File: config.mk
export PLATFORM = sky130hd
export DESIGN_NAME = bcd_to_bin_seq
export DESIGN_NICKNAME = d
export VERILOG_FILES = /design/src/rtl/bcd_to_bin_seq_pkg.sv /design/src/rtl/bcd_nib_adj.sv /design/src/rtl/bcd_to_bin_seq.sv
export SDC_FILE = /design/constraint.sdc
export NUM_CORES = 1
export LEC_CHECK = 0
export CORE_ASPECT_RATIO = 1.4
export CORE_MARGIN = 10
export CORE_UTILIZATION = 50
export DETAILED_ROUTE_END_ITERATION = 16
export PLACE_DENSITY = 0.74
export SYNTH_ARGS = -nofsm -noshare
export SYNTH_HDL_FRONTEND = slang
export SYNTH_HIERARCHICAL = 1
export SYNTH_SLANG_ARGS = --single-unit
File: constraint.sdc
create_clock -name clk -period 5 [get_ports clk]
set_input_delay 0.5 -clock clk [delete_from_list [all_inputs] [get_ports clk]]
set_output_delay 0.5 -clock clk [all_outputs]
set_load 0.1 [all_outputs]
File: src/rtl/bcd_to_bin_seq_pkg.sv
// rtl/bcd_to_bin_seq_pkg.sv - shared types and constants for the BCD-to-binary converter
package bcd_to_bin_seq_pkg;

  localparam int N_DIG_DEF = 4;
  localparam int BIN_W_DEF = 14;

  localparam logic [3:0] BCD_MAX = 4'd9;

  typedef enum logic [1:0] {
    ST_IDLE  = 2'd0,
    ST_SHIFT = 2'd1,
    ST_ERR   = 2'd2
  } state_t;

  function automatic logic digit_bad(input logic [3:0] d);
    return d > BCD_MAX;
  endfunction

endpackage

File: src/rtl/bcd_nib_adj.sv
// rtl/bcd_nib_adj.sv - reverse double-dabble nibble correction (subtract 3 when >= 8)
module bcd_nib_adj (
  input  logic [3:0] nib_i,
  output logic [3:0] nib_o
);

  assign nib_o = (nib_i >= 4'd8) ? (nib_i - 4'd3) : nib_i;

endmodule

File: src/rtl/bcd_to_bin_seq.sv
// rtl/bcd_to_bin_seq.sv - sequential 4-digit BCD to binary converter (reverse double-dabble)
module bcd_to_bin_seq
  import bcd_to_bin_seq_pkg::*;
#(
  parameter int N_DIG = N_DIG_DEF,
  parameter int BIN_W = BIN_W_DEF
) (
  input  logic             clk,
  input  logic             rst_n,
  input  logic             start,
  input  logic [3:0]       dig4,
  input  logic [3:0]       dig3,
  input  logic [3:0]       dig2,
  input  logic [3:0]       dig1,
  output logic [BIN_W-1:0] binary,
  output logic             busy,
  output logic             done,
  output logic             err
);

  localparam int BCD_W = 4 * N_DIG;
  localparam int CNT_W = $clog2(BIN_W) + 1;

  state_t           state_q;
  logic [BCD_W-1:0] bcd_q;
  logic [BIN_W-1:0] acc_q;
  logic [CNT_W-1:0] cnt_q;
  logic [BIN_W-1:0] binary_q;
  logic             done_q;
  logic             err_q;

  logic [BCD_W-1:0] bcd_shift;
  logic [BCD_W-1:0] bcd_d;
  logic [BIN_W-1:0] acc_d;
  logic [CNT_W-1:0] cnt_d;
  logic [BCD_W-1:0] digits;
  logic             any_bad;

  assign digits  = {dig4, dig3, dig2, dig1};
  assign any_bad = digit_bad(dig4) | digit_bad(dig3) | digit_bad(dig2) | digit_bad(dig1);

  // The bcd LSB falls into the acc MSB; correction is applied to the shifted value.
  assign {bcd_shift, acc_d} = {bcd_q, acc_q} >> 1;
  assign cnt_d = cnt_q - CNT_W'(1);

  for (genvar g = 0; g < N_DIG; g++) begin : g_adj
    bcd_nib_adj u_adj (
      .nib_i(bcd_shift[4*g +: 4]),
      .nib_o(bcd_d[4*g +: 4])
    );
  end

  always_ff @(posedge clk or negedge rst_n) begin
    if (!rst_n) begin
      state_q  <= ST_IDLE;
      bcd_q    <= '0;
      acc_q    <= '0;
      cnt_q    <= '0;
      binary_q <= '0;
      done_q   <= 1'b0;
      err_q    <= 1'b0;
    end else begin
      done_q <= 1'b0;
      case (state_q)
        ST_IDLE: begin
          if (start) begin
            if (any_bad) begin
              state_q <= ST_ERR;
            end else begin
              state_q <= ST_SHIFT;
              bcd_q   <= digits;
              acc_q   <= '0;
              cnt_q   <= CNT_W'(BIN_W);
            end
          end
        end
        ST_SHIFT: begin
          bcd_q <= bcd_d;
          acc_q <= acc_d;
          cnt_q <= cnt_d;
          if (cnt_d == '0) begin
            state_q  <= ST_IDLE;
            binary_q <= acc_d;
            err_q    <= 1'b0;
            done_q   <= 1'b1;
          end
        end
        ST_ERR: begin
          state_q  <= ST_IDLE;
          binary_q <= '0;
          err_q    <= 1'b1;
          done_q   <= 1'b1;
        end
        default: state_q <= ST_IDLE;
      endcase
    end
  end

  assign busy   = (state_q != ST_IDLE);
  assign binary = binary_q;
  assign done   = done_q;
  assign err    = err_q;

endmodule

* After elaboration in Yosys (flattened, before gate mapping)
Index checks and enable logic that the tools add are counted.
Widths: inputs -> output; s select.
** Word-level totals
- Register bits after elaboration :: 53
- Logic and storage cells :: 59
- Input port bits :: 19
- Output and inout port bits :: 17
** Operators by class
- Bitwise operators :: 3
- Reduce and logical (&&, ||, !) cells :: 8
- Order comparisons :: 8
- Add/subtract/negate cells :: 5
- Eq/ne operators :: 5
- Multiplexer cells :: 23
** Operators by type and width (number)
- $pmux 14 s2 :: 2
- $mux 14 :: 3
- $mux 16 :: 2
- $pmux 16 s2 :: 1
- $gt 4x4->1 const B :: 4
- $mux 4 :: 4
- $ge 4x4->1 const B :: 3
- $sub 4x2->4 const B :: 3
- $mux 5 :: 2
- $pmux 5 s2 :: 1
- $mux 2 :: 3
- $ne 2x2->1 const B :: 3
- $reduce_bool 2->1 :: 3
- $logic_not 5->1 :: 1
- $sub 5x1->5 const B :: 1
- $ge 3x4->1 const B :: 1
- $pmux 1 s2 :: 2
- $pmux 2 s2 :: 1
- $reduce_and 2->1 :: 2
- $sub 3x2->4 const B :: 1
- $or 1x1->1 :: 3
- $reduce_and 3->1 :: 1
- $eq 2x1->1 const B :: 1
- $eq 2x2->1 const B :: 1
- 2 further kinds :: 3

* Logic depth before layout (Yosys ltp)
- Depth in word-level cells :: 7
- Gate-level depth with buffers :: 8
- Depth with buffers taken out :: 7

* Cells and area by module
The synthesis kept the hierarchy.
** Modules (own cells, without submodules)
- bcd_to_bin_seq :: times used 1, seq. area each 1301.2 um^2, cells each 223, area an instance 2366.0 um^2
- bcd_nib_adj :: times used 4, seq. area each 0.0 um^2, cells each 11, area an instance 76.3 um^2

* Least setup slack after synthesis
OpenSTA, ideal clock, no wires.
- Path kind :: register -> register
- From :: reg cnt_q[0]
- To :: reg binary_q[0] (netlist: binary[0])
- Period minus slack after synthesis :: 1.888 ns
- Slack :: 3.112 ns
- Setup time :: 0.122 ns
- Cell stages (with the launch flop) :: 9
- Buffers on the path :: 1
- Data required time :: 4.878 ns
- Arrival :: 1.766 ns
- Cell sequence :: dfrtp_1 -> inv_1 -> ha_1 -> or2_1 -> nor3b_2 -> a21oi_2 -> a21o_4 -> buf_6 -> a22o_1
** On the way
- Cells in the longest elaborated chain, start to end :: 4
** Ends and longest elaborated chain
- from (decl) :: line bcd_to_bin_seq.sv:27 : logic [CNT_W-1:0] cnt_q;
- from (signal assigned) :: line bcd_to_bin_seq.sv:73 : cnt_q <= CNT_W'(BIN_W);
- from (signal assigned) :: line bcd_to_bin_seq.sv:80 : cnt_q <= cnt_d;
- $sub 5x1->5 :: line bcd_to_bin_seq.sv:44 : assign cnt_d = cnt_q - CNT_W'(1);
- $logic_not 5->1 :: line bcd_to_bin_seq.sv:81 : if (cnt_d == '0) begin
- $ne 2x2->1 (no source line)
- $reduce_and 2->1 (no source line)
- to (signal assigned) :: line bcd_to_bin_seq.sv:59 : binary_q <= '0;
- to (signal assigned) :: line bcd_to_bin_seq.sv:83 : binary_q <= acc_d;
- to (signal assigned) :: line bcd_to_bin_seq.sv:90 : binary_q <= '0;
- to (decl) :: line bcd_to_bin_seq.sv:28 : logic [BIN_W-1:0] binary_q;
Every way passes these cells.
A chain may end at the register's enable or synchronous reset.

* Final worst setup path
- From :: reg state_q[0]
- To :: out busy
** On the way
- Cells in the longest elaborated chain, start to end :: 1
** Ends and longest elaborated chain
- from (decl) :: line bcd_to_bin_seq.sv:24 : state_t state_q;
- from (signal assigned) :: line bcd_to_bin_seq.sv:55 : state_q <= ST_IDLE;
- from (signal assigned) :: line bcd_to_bin_seq.sv:68 : state_q <= ST_ERR;
- from (signal assigned) :: line bcd_to_bin_seq.sv:70 : state_q <= ST_SHIFT;
- $reduce_bool 2->1 :: line bcd_to_bin_seq.sv:99 : assign busy = (state_q != ST_IDLE);
- to (decl) :: line bcd_to_bin_seq.sv:16 : output logic busy,
Every way passes these cells.

==> key figures <==
STA
  – Final setup violation count: 0
  – Rel. slew slack: 34.1%
  – Final Hold Violating Endpoints: 0
  – Hold slack: 294 ps
  – Clock period minus worst slack: 2790 ps
  – Unrepaired setup endpoints after global routing: false
  – Final-layout setup total negative slack: 0 ps
  – Max Freq: 359 MHz
  – Clk_skew: 7.49 ps
  – Post-route fraction of the period consumed by the critical path: 55.7%
  – Slew Limit Fails: 0
  – Actual slew at the worst max-slew pin: 989 ps

Setup path
  – WS Path Type: reg -> out
  – Sequence of cells on the critical path: inv_1, ha_1, inv_2, clkdlybuf4s50_1
  – Biggest cell delay along the critical path: 1150 ps
  – Critical Path End Type: output pin
  – Max stage delay cell, worst path: clkdlybuf4s50_1
  – Arrival time worst endpoint: 2290 ps
  – CP required: 4500 ps
  – Crit path launch type: flip-flop
  – Bufs and invs on worst path: 3
  – Critical path peak fanout: 5
  – Cell family with most CP delay: buffers and inverters

Global route
  – Total global routing track utilization: 12.3%
  – Number of antenna violations at the first check in global routing: 0
  – Number of global-route vias before repair: 1961
  – Largest net degree at the start of global routing: 53
  – Global-route wire length before repair: 8750 um
  – Global route overflow: 0

Drt
  – Number of remaining DRC errors: 0
  – Final wirelength: 5250 um
  – Number of vias per cell after detailed routing: 5.34
  – Routed wirelength normalized by instance count: 14.2 um
  – Overall via count from detail_route: 1970
  – First-pass iteration count of the detailed router: 4
  – DR iter-0 viols: 106
  – Number of nets with antenna violations after routing: 0

Hold path
  – Path category of the worst min-delay check: in -> async

Clock tree
  – Clock edge transition at the registers on the reported setup and hold paths: 90 ps
  – Htree depth: 2
  – Clock tree buffer depth: 2
  – Total CTS buffers: 5
  – Clk Tree Root Cell: clkbuf_8
  – Number of sinks driven by the clock tree: 52
  – Clock insertion delay at the later pin of the skew report: 310 ps
  – Number of setup buffers added after CTS: 0
  – Clock tree from TritonCTS: done
  – Cts repair resizes: 0
  – Number of hold-repair buffers added at the cts stage: 0

Final layout
  – Final design utilization: 60.6%
  – Final Net Count: 334
  – Post-route cell area: 0.00315 mm^2
  – Filler Cells Inserted: 452
  – Count of antenna diodes in the layout: 0
  – Post-route insts no fill: 369
  – Area growth syn-to-layout: 17.9%
  – Layout cell share with drive strength beyond 1: 6.27%

Placement
  – Hpwl dp: 3810 um
  – Number of placed cells counting well taps: 361
  – Weighted congestion at the end of routability-driven global placement: 0.843
  – Number of buffers inserted by port buffering: 35
  – Instance area at placement: 0.00306 mm^2

Die
  – IO Count: 36
  – Core Rows: 31
  – Area of the die: 0.00871 mm^2
  – Effective utilization at floorplan: 51.4%
  – Die Span X: 81.8 um
  – Die outline height: 106 um
  – Placeable core region: 0.00520 mm^2

Yosys
  – Synth top area share: 48.7%
  – Syn Inst Count: 267
  – Share of synthesized area occupied by flip-flops and latches: 48.7%
  – Post-Syn Area: 0.00267 mm^2
  – Syn Area/Cell: 10.0 um^2
  – Distinct cell type count after synthesis: 41
  – Register bit count reported by yosys: 52
  – Dominant cell type by area after synthesis: dfrtp_1
  – Biggest area contributors in the synthesized netlist: dfrtp_1 49%, nand2_1 7.0%, ha_1 6.1%
  – Synthesis warning total: 6

Power
  – Power density of the placed cells: 414 mW/mm^2
  – Leak pwr: 1.44 nW
  – Worst IR Drop VDD: 0.000197 V

Run
  – Maximum Capacitance Violations: 0

Outcome
  – Result of the run: complete, no violations
-- cells in the final DEF, fill, tap and decap left out, types with 2 or more instances in the layout --
| cell | instances |
|---|---|
| xnor2_1 | 5 |
| a21oi_1 | 6 |
| nand4_1 | 2 |
| o21ai_1 | 20 |
| clkdlybuf4s50_1 | 34 |
| mux2i_1 | 16 |
| conb_1 | 5 |
| nand2_1 | 50 |
| dfrtp_1 | 52 |
| buf_4 | 2 |
| clkbuf_8 | 6 |
| a22o_1 | 15 |
| inv_1 | 14 |
| nor2b_1 | 4 |
| o21ai_0 | 5 |
| a32o_1 | 2 |
| nor2_1 | 6 |
| nand2b_1 | 5 |
| ha_1 | 12 |
| xor2_1 | 4 |
| nand3_1 | 15 |
-- layer usage --
| layer | track usage [%] | wire (um) |
|---|---|---|
| met1 | 13.2 | 2170 |
| met2 | 22.3 | 2680 |
| met3 | 3.37 | 328 |
| met5 | 0 | 0 |
| met4 | 3.66 | 78 |
-- kinds of logic after synthesis --
kind of cell	synth area share, %
and+or+nand+nor	16.5
AOI/OAI and AO/OA	14.5
DFF	48.7
buffers and inverters	5.15
muxes	6.00
adders and majority gates	6.09
xor gates and xnor gates	2.95
other	0.140
-- power breakdown --
part	leakage (nW)	switching (mW)	internal, mW
sequential	0.681	0.106	0.504
combinational	0.712	0.261	0.182
clock	0.0445	0.138	0.113
-- synthesized netlist by cell type --
master,count
nor4b_2,1
and4_1,1
nor3_1,1
conb_1,1
o31ai_1,1
a311oi_1,1
xnor2_1,5
a21oi_2,1
dfrtp_1,52
a21o_4,1
and2_1,1
a31oi_1,1
nand3_1,15
a22o_1,15
buf_2,5
inv_2,1
a21oi_1,6
ha_1,13
a22oi_1,1
o21ai_0,5
nor3b_2,1
o21a_1,1
nand4_1,2
nor3_4,1
o311a_1,1
clkbuf_1,3
buf_6,2
a32o_1,2
xor2_1,4
buf_4,3
or2_1,1
or4_1,1
nand2_1,50
or3b_2,1
mux2i_1,16
o21ai_1,20
o2bb2ai_1,1
nor2b_1,4
inv_1,14
nand2b_1,5
nor2_1,6
-- path summary, 6_finish.rpt --
| kind | startpoint | to | slack [ps] | cells past startpoint |
|---|---|---|---|---|
| max | state_q[0] | busy | 2210 | 4 |
| min | rst_n | binary[1] | 290 | 2 |
| max reg2reg | state_q[1] | cnt_q[4] | 2340 | 5 |
| min reg2reg | acc_q[1] | acc_q[1] | 490 | 2 |
| max in group asynchronous | rst_n | done | 4280 | 2 |
| min in group clk | acc_q[1] | acc_q[1] | 490 | 2 |
-- per-stage QoR --
step                      worst slack, ps  total power, mW
final                                2210             1.30
after global routing                 2140             1.40
after CTS                            2210             1.31
after detailed placement             2150             1.06
after global placement               2190             1.05
after floorplan                      3110            0.952
-- worst register-to-register path, cell delays in order (launching register included) --
cell     delay [ps]
dfrtp_1         420
inv_1            90
ha_2            810
a22oi_2         560
or4_1           620
nand3_1         100
-- registers in the layout, indices dropped and copies added (netlist names) --
name,count
acc_q,13
bcd_q,16
binary,14
cnt_q,5
done,1
err,1
state_q,2
-- final cells by class --
class | instances | area (um^2) | area share (%)
sequential | 52 | 1300 | 41.3
multi-input combinational | 191 | 1250 | 39.8
timing repair buffer | 37 | 360 | 11.4
clock buffer | 7 | 86.3 | 2.74
tap | 66 | 82.6 | 2.62
inverter | 15 | 56.3 | 1.79
clock inverter | 1 | 7.51 | 0.238
Note: power is estimated with default switching activity, not from simulation.
